$ cat config.mk
export PLATFORM = sky130hd
export DESIGN_NAME = univ_shift_reg
export DESIGN_NICKNAME = d
export VERILOG_FILES = /design/src/rtl/univ_shift_reg.sv
export SDC_FILE = /design/constraint.sdc
export NUM_CORES = 1
export LEC_CHECK = 0
export CAP_MARGIN = 20
export CORE_UTILIZATION = 40
export DETAILED_ROUTE_END_ITERATION = 12
export PLACE_DENSITY = 0.73
export SETUP_SLACK_MARGIN = 0.3
export SYNTH_ARGS = -nofsm -noshare
export SYNTH_HDL_FRONTEND = slang
export SYNTH_SLANG_ARGS = --single-unit
export TNS_END_PERCENT = 50
$ cat constraint.sdc
create_clock -name clk -period 1.4 [get_ports clk]
set_input_delay 0.28 -clock clk [delete_from_list [all_inputs] [get_ports clk]]
set_output_delay 0.28 -clock clk [all_outputs]
set_load 0.05 [all_outputs]
$ cat src/rtl/univ_shift_reg.sv
// univ_shift_reg: parametrised universal shift register with parallel load,
// shift right/left, optional rotate, serial in/out on both ends and a frame
// counter that pulses frame_done after every WIDTH shift operations.
// Optional feature macro: UNIV_SHIFT_REG_ROTATE_EN enables modes 100/101
// (rotate right/left); without it those modes decode as hold.
module univ_shift_reg #(
  parameter  int WIDTH = 8,
  localparam int CW    = $clog2(WIDTH)
) (
  input  logic             clk,
  input  logic             reset,
  input  logic             en,
  input  logic [2:0]       mode,
  input  logic             sin_r,
  input  logic             sin_l,
  input  logic [WIDTH-1:0] d,
  output logic [WIDTH-1:0] q,
  output logic             sout_r,
  output logic             sout_l,
  output logic [CW-1:0]    cnt,
  output logic             frame_done
);

  typedef enum logic [2:0] {
    MODE_HOLD = 3'b000,
    MODE_SHR  = 3'b001,
    MODE_SHL  = 3'b010,
    MODE_LOAD = 3'b011,
    MODE_ROR  = 3'b100,
    MODE_ROL  = 3'b101
  } mode_e;

  logic [WIDTH-1:0] next_q;
  logic [CW-1:0]    next_cnt;
  logic             next_fd;
  logic             counted;
  logic             load;
  logic             last_shift;

  // The serial outputs are the end bits of the register, no extra delay.
  assign sout_r     = q[0];
  assign sout_l     = q[WIDTH-1];
  assign last_shift = (cnt == CW'(WIDTH - 1));

  // Decode the operation into the next register value and whether it counts.
  always_comb begin
    next_q  = q;
    counted = 1'b0;
    load    = 1'b0;
    case (mode)
      MODE_SHR: begin
        next_q  = {sin_r, q[WIDTH-1:1]};
        counted = 1'b1;
      end
      MODE_SHL: begin
        next_q  = {q[WIDTH-2:0], sin_l};
        counted = 1'b1;
      end
      MODE_LOAD: begin
        next_q = d;
        load   = 1'b1;
      end
`ifdef UNIV_SHIFT_REG_ROTATE_EN
      MODE_ROR: begin
        next_q  = {q[0], q[WIDTH-1:1]};
        counted = 1'b1;
      end
      MODE_ROL: begin
        next_q  = {q[WIDTH-2:0], q[WIDTH-1]};
        counted = 1'b1;
      end
`endif
      default: begin
        next_q  = q;
        counted = 1'b0;
      end
    endcase
  end

  // Frame counter: a load restarts the frame, the WIDTH-th counted op wraps
  // the count to zero and raises frame_done for the following cycle.
  always_comb begin
    next_cnt = cnt;
    next_fd  = 1'b0;
    if (load) begin
      next_cnt = '0;
    end else if (counted) begin
      if (last_shift) begin
        next_cnt = '0;
        next_fd  = 1'b1;
      end else begin
        next_cnt = cnt + CW'(1);
      end
    end
  end

  // State register: reset wins over enable, disabled cycles freeze q and cnt.
  always_ff @(posedge clk) begin
    if (reset) begin
      q          <= '0;
      cnt        <= '0;
      frame_done <= 1'b0;
    end else if (!en) begin
      frame_done <= 1'b0;
    end else begin
      q          <= next_q;
      cnt        <= next_cnt;
      frame_done <= next_fd;
    end
  end

endmodule

## Word level (Yosys, flattened, before mapping)

Index checks and enable logic that the tools add are counted.

- Register bits after elaboration: 12
- Word-level logic and storage cells: 23
- Bits of input ports: 16
- Output and inout bits: 14

- $add $sub $neg: 1
- Multiplexer cells: 7
- Equality and inequality tests: 4
- Reductions and logical operators: 6
- Bitwise gates (word level): 2

Operators with widths:

| kind | number |
|---|---|
| $pmux 8 s3 | 1 |
| $mux 3 | 3 |
| $eq 3x2->1 const B | 2 |
| $reduce_and 2->1 | 2 |
| $reduce_or 4->1 | 1 |
| $add 3x1->3 const B | 1 |
| $eq 3x1->1 const B | 1 |
| $eq 3x3->1 const B | 1 |
| $mux 1 | 3 |
| $reduce_bool 3->1 | 1 |
| $not 1->1 | 2 |
| $reduce_bool 2->1 | 1 |
| $reduce_or 2->1 | 1 |

## Depth between registers and ports, before layout

Gate-level depths: netlist of the first run.

- Depth in word-level cells: 5
- Mapped depth: 6
- Mapped depth without buffers: 5

## Worst setup path before layout of the first run

Ideal clock, no wire load.

- Path kind: register -> register
- From: register cnt[0]
- To: register cnt[2]
- Setup slack: -0.006 ns
- Library setup time: 0.128 ns
- Arrival time: 1.279 ns
- Path buffers: 0
- Cell stages (with the launch flop): 5
- Clock period less this slack: 1.406 ns
- Cells stage by stage: dfxtp_1 -> ha_1 -> ha_1 -> a22oi_2 -> nor2_1

- Word-level cells in the longest chain between the ends: 4
- Elaborated cells between the ends (all ways): 5
- Those cells by class: add/sub: 1; eq/ne: 1; mux: 3

RTL lines:

| what | line | text |
|---|---|---|
| start, declared | 20 | `output logic [CW-1:0] cnt,` |
| start signal, assigned | 107 | `cnt <= next_cnt;` |
| $add 3x1->3 or $eq 3x3->1 (tied branches) | 92, 43 |  |
| $mux 3 * | 88 | `if (last_shift) begin` |
| $mux 3 * | 87 | `end else if (counted) begin` |
| $mux 3 * | 85 | `if (load) begin` |

Every way passes the cells marked *; elsewhere a longest branch is shown, timed or not. The select of a mux whose other input is x is not followed.
A chain may end at the register's enable or synchronous reset.

## Worst setup path in the final report of the first run

- From: register q[7]
- To: output sout_l

RTL lines:

| what | line | text |
|---|---|---|
| start, declared | 17 | `output logic [WIDTH-1:0] q,` |
| start signal, assigned | 106 | `q <= next_q;` |
| end, declared | 19 | `output logic sout_l,` |

No word-level cell between the ends.

==> results of run 1 <==
sequential cells by signal (all words and copies together) (netlist names):
| name | cells |
|---|---|
| cnt | 3 |
| frame_done | 1 |
| q | 8 |
power by group through the flow:
stage / clock network (mW) / logic [mW] / registers [mW]
after floorplan: 0 / 0.0895 / 0.397
after global placement: 0 / 0.224 / 0.373
after CTS: 0.235 / 0.235 / 0.365
final: 0.231 / 0.239 / 0.355
after detailed placement: 0 / 0.227 / 0.373
after global routing: 0.257 / 0.251 / 0.357
area by class of cell:
class,count,area [um^2],area share
well taps,16,20.0,0.0160
clock inverters,1,3.75,0.00300
inverters,1,3.75,0.00300
repair buffers,38,505,0.404
flip-flops and latches,12,277,0.221
clock buffers,3,22.5,0.0180
multi-input cells,58,418,0.334
worst register-to-register path: stages (launching register included):
cell and delay, ps:
dfxtp_4 370, ha_4 160, ha_4 150, nor2_1 140, a22oi_2 80, nor2_1 120
metrics by stage:
| stage | hold WS (ps) | setup slack, ps | instances |
|---|---|---|---|
| 6_report | 380 | 285 | 129 |
| 5_1_grt | 382 | 250 | 129 |
| 4_1_cts | 438 | 231 | 128 |
| 3_5_place_dp | 506 | -262 | 122 |
| 3_3_place_gp | 504 | -195 | 122 |
| 2_1_floorplan | 349 | 266 | 77 |
placed cells by master (no fill, tap or decap), types with 3 or more instances in the layout:
cell type,n
dfxtp_4,9
mux2i_1,8
o211ai_1,8
clkdlybuf4s50_1,11
nor2_1,5
dlygate4sd2_1,3
nand2_1,16
buf_12,15
a21oi_1,8
clkbuf_4,3
buf_4,7
per-layer routing:
layer  track usage  wire [um]  vias to the layer above
li1              -          -                      343
met1         0.226        673                      318
met2         0.376       1030                       35
met3        0.0426        118                        8
met4         0.119         78                        0
met5             0          0                        -
worst paths after layout:
path / endpoint / cells after the start / from / slack, ps
worst max-delay path: sout_l / 1 / q[7]$_SDFFE_PP0P_ / 280
worst min-delay path: frame_done$_SDFF_PP0_ / 3 / mode[1] / 380
worst max register to register: cnt[0]$_SDFFE_PP0P_ / 5 / cnt[1]$_SDFFE_PP0P_ / 300
worst min register to register: q[6]$_SDFFE_PP0P_ / 2 / q[6]$_SDFFE_PP0P_ / 510
cell families after synthesis:
kind of cell / Yosys count / synth area share
DFF: 12 / 0.360
xor gates and xnor gates: 1 / 0.0131
AOI/OAI and AO/OA: 19 / 0.193
adders and majority gates: 2 / 0.0374
muxes: 8 / 0.120
and+or+nand+nor: 27 / 0.185
buffers and inverters: 8 / 0.0917
timing repair:
item                                    in CTS  in global routing
cloned                                       1                  0
endpoints found under the hold margin        0                  0
setup buffers                                1                  1
endpoints found under the setup margin      23                 25
pin swaps                                    3                  0
resized for setup                            8                 15
==> impl_metrics.csv, run 1 <==
group,metric,value,unit
status,outcome,"complete, no violations",
power_and_ir_drop,p_switching,0.255,mW
clocking,cts_sinks,12,
power_and_ir_drop,seqPwrFrac,0.430,
timing,fin_skew,17.5,ps
floorplan,core,0.00154,mm^2
yosys,synthArstFlopShare,0,
floorplan,die_area,0.00184,mm^2
flow_run,drv_cap,0,
yosys,synth.avg_cell_area,8.68,um^2
clocking,cts-root-buf,"clkbuf_4",
clocking,insertion_delay,290,ps
yosys,ys_ff_latch,12,
global_routing,grt_pass1_wl,2830,um
timing,worst_pin_slew,297,ps
yosys,synth_area_leaders,"dfxtp_1 36%, mux2i_1 12%, nand2_1 9.0%",
yosys,ys_seq_area_frac,0.360,
place,place_congestion,0.722,
power_and_ir_drop,p_per_area,660,mW/mm^2
yosys,synth_edf_count,0,
floorplan,num_rows,14,
drt,vias_per_cell,5.46,
setup_path,start_kind,"flop",
floorplan,initial_core_util,0.433,
drt,drc,0,
power_and_ir_drop,power,0.825,mW
timing,tns,0,ps
clocking,tritoncts,"done",
timing,hold_viol,0,
layout,num_antenna_cells,0,
global_routing,grt_util_all_layers,0.210,
yosys,synth_warnings,0,
setup_path,worstPathArrival,840,ps
floorplan,io_pins,30,
power_and_ir_drop,peakVddDrop,0.614,mV
drt,wire_per_inst,14.7,um
power_and_ir_drop,p_int,0.571,mW
place,dp_hpwl,1260,um
drt,wl,1900,um
layout,final_nets,132,
setup_path,critPathMaxStageDelay,410,ps
clocking,clockBufferDepth,2,
floorplan,fp.dieH,42.9,um
layout,fillers,96,
timing,rsz0062_at_grt,"true",
global_routing,grt_pass1_vias,623,
timing,fin_crit,1120,ps
power_and_ir_drop,pwr-share-comb,0.290,
drt,dr.pass1.iters,4,
yosys,synth_ff_type,"dfxtp_1",
setup_path,crit_required,1120,ps
global_routing,grt_max_degree,17,
power_and_ir_drop,clkPwrFrac,0.280,
place,port_buffers,29,
layout,final_core_util,0.811,
clocking,cts_buffers,3,
worst_hold_path,hp-class,"input pin to flop",
setup_path,path_max_fanout,4,
setup_path,cp_top_family,"flip-flops",
power_and_ir_drop,leakagePower,0.484,nW
yosys,synth_top_area_share,0.360,
clocking,path_clk_slew,90,ps
yosys,yosys.cell_types.count,22,
timing,slew_headroom,0.802,
clocking,cts_max_level,1,
timing,max_freq,0.897,GHz
power_and_ir_drop,p_sw_frac,0.309,
layout,final_area,0.00125,mm^2
yosys,synth.most_common_cell,"nand2_1",
yosys,synth_area_leader_cell,"dfxtp_1",
drt,routed-via-count,704,
layout,layout-drive-gt1-share,0.425,
setup_path,crit_chain,"buf_12",
setup_path,path_class,"flop to primary output",
global_routing,antenna_found_initial,0,
timing,period_share,0.797,
timing,maxSlewViolCount,0,
drt,final_antenna_net_count,0,
global_routing,grt_overflow_total,0,
place,dpl_cell_area,0.00116,mm^2
setup_path,critical_path_buf_inv_count,1,
drt,drt-initial-drc-count,16,
floorplan,dieWidth,42.9,um
yosys,syn_nets,95,
timing,finalSetupViolCount,0,
setup_path,cp-end-kind,"primary output",
yosys,synthesis.area,668,um^2
layout,area_delta_synth_final,87.1,%
setup_path,cpMaxStageDelayCell,"dfxtp_2",
yosys,synthTopCellsByCount,"16 x nand2_1, 12 x dfxtp_1, 8 x a21oi_1, 8 x mux2i_1, 8 x o211ai_1",
clocking,ctsHoldBuffers,0,
yosys,synthCells,77,
Note: power is estimated with default switching activity, not from simulation.
==> inputs of run 2 (changes only) <==
--- a/config.mk
+++ b/config.mk
@@ -6,9 +6,9 @@
 export NUM_CORES = 1
 export LEC_CHECK = 0
 export CAP_MARGIN = 20
-export CORE_UTILIZATION = 40
+export CORE_UTILIZATION = 36
 export DETAILED_ROUTE_END_ITERATION = 12
-export PLACE_DENSITY = 0.73
+export PLACE_DENSITY = 0.7
 export SETUP_SLACK_MARGIN = 0.3
 export SYNTH_ARGS = -nofsm -noshare
 export SYNTH_HDL_FRONTEND = slang
==> constraint.sdc (replaced) <==
create_clock -name clk -period 1 [get_ports clk]
set_input_delay 0.2 -clock clk [delete_from_list [all_inputs] [get_ports clk]]
set_output_delay 0.2 -clock clk [all_outputs]
set_load 0.05 [all_outputs]
==> impl_metrics.csv, run 2 (synthesized netlist as in run 1, its figures left out) <==
group,metric,value,unit
status,outcome,"complete, but fails checks",
status,violations,"negative setup slack",
layout,final_area,0.00138,mm^2
drt,wire_per_inst,14.1,um
global_routing,grt_util_all_layers,0.239,
floorplan,fp.dieH,45.1,um
layout,layout-drive-gt1-share,0.529,
timing,finalSetupViolCount,10,
worst_hold_path,hp-class,"input pin to flop",
setup_path,path_max_fanout,2,
layout,largest_reg_flops,8,
timing,maxSlewViolCount,0,
floorplan,initial_core_util,0.387,
global_routing,antenna_found_initial,0,
timing,rsz0062_at_grt,"true",
drt,dr.pass1.iters,4,
timing,period_share,1.11,
power_and_ir_drop,p_per_area,872,mW/mm^2
layout,final_common_cell,"nand2_1",
global_routing,grt_pass1_wl,3310,um
place,dpl_cell_area,0.00122,mm^2
clocking,path_clk_slew,80,ps
setup_path,worstPathArrival,910,ps
setup_path,cp-end-kind,"primary output",
clocking,tritoncts,"done",
setup_path,start_kind,"flop",
floorplan,io_pins,30,
setup_path,r2r_slack,-60,ps
layout,multi_input_area,449,um^2
clocking,cts-root-buf,"clkbuf_4",
setup_path,path_class,"flop to primary output",
setup_path,crit_required,800,ps
worst_hold_path,hold-path-cell-count,2,
place,dp_hpwl,1350,um
drt,vias_per_cell,5.22,
timing,layout_setup_ws,-114,ps
layout,largestRegisters,"q: 8 flops, cnt: 3 flops, frame_done: 1 flops",
clocking,ctsHoldBuffers,0,
timing,whs,198,ps
layout,num_antenna_cells,0,
timing,slew_headroom,0.830,
timing,fin_skew,12.4,ps
timing,max_freq,0.898,GHz
global_routing,grt_overflow_total,0,
timing,fin_crit,1110,ps
floorplan,core,0.00173,mm^2
layout,largest_register,"q",
global_routing,grt_pass1_vias,746,
power_and_ir_drop,power,1.20,mW
clocking,clockBufferDepth,2,
layout,area_delta_synth_final,106,%
floorplan,dieWidth,45.1,um
flow_run,drv_cap,0,
clocking,cts_buffers,3,
drt,drt-initial-drc-count,16,
timing,hold_viol,0,
place,place_congestion,0.761,
timing,worst_pin_slew,253,ps
layout,final_core_util,0.797,
timing,tns,-341,ps
clocking,cts_sinks,12,
drt,routed-via-count,762,
clocking,insertion_delay,290,ps
layout,fillers,116,
setup_path,r2r_cells,5,
layout,final-seq-area,283,um^2
place,pre_cts_slack,-564,ps
floorplan,die_area,0.00203,mm^2
drt,drc,0,
floorplan,num_rows,15,
power_and_ir_drop,peakVddDrop,0.775,mV
layout,mostFrequentLayoutCells,"16 x nand2_1, 15 x buf_12, 11 x dfxtp_4, 10 x buf_4",
power_and_ir_drop,leakagePower,0.546,nW
clocking,cts_max_level,1,
drt,wl,2050,um
drt,final_antenna_net_count,0,
place,port_buffers,29,
layout,finalNonFillerCells,146,
place,placedCellCount,135,
global_routing,grt_max_degree,9,
layout,final_nets,140,
[run 2: report_power, final]
group / internal [mW] / switching, mW
clock network: 0.155 / 0.176
registers: 0.470 / 0.0199
logic: 0.209 / 0.171
total: 0.834 / 0.366
[run 2: cell type report]
| type | instances | area share |
|---|---|---|
| clock buffer | 4 | 0.0191 |
| tap | 25 | 0.0227 |
| timing repair buffer | 46 | 0.424 |
| inverter | 1 | 0.00273 |
| sequential | 12 | 0.205 |
| multi-input combinational | 58 | 0.326 |
[run 2: metal layers]
metal	vias up	global-route usage	share of wire
li1	359	-	-
met5	-	0	0
met3	6	0.0880	0.049
met4	0	0.139	0.027
met2	27	0.414	0.52
met1	370	0.245	0.40
[run 2: path summary, 6_finish.rpt]
path | startpoint | to
setup / recovery | cnt[0]$_SDFFE_PP0P_ | cnt[0]
hold / removal | reset | frame_done$_SDFF_PP0_
setup reg to reg | cnt[0]$_SDFFE_PP0P_ | cnt[1]$_SDFFE_PP0P_
hold reg to reg | q[2]$_SDFFE_PP0P_ | q[2]$_SDFFE_PP0P_
[run 2: timing repair]
item | CTS | global route
pin swaps | 11 | 16
gates resized for setup | 37 | 5
endpoints found under the setup margin | 26 | 26
gates cloned | 2 | 0
setup buffers | 3 | 2
[run 2: critical path, stage by stage (launching register included)]
cell	delay, ps
dfxtp_4	370
buf_6	120
buf_12	140
==> inputs of run 3 (changes only) <==
--- a/config.mk
+++ b/config.mk
@@ -5,6 +5,7 @@
 export SDC_FILE = /design/constraint.sdc
 export NUM_CORES = 1
 export LEC_CHECK = 0
+export ABC_CLOCK_PERIOD_IN_PS = 1000
 export CAP_MARGIN = 20
 export CORE_UTILIZATION = 36
 export DETAILED_ROUTE_END_ITERATION = 12
==> results of run 3 <==
Same layout as run 2: the final DEF is identical, and so are final timing and power.
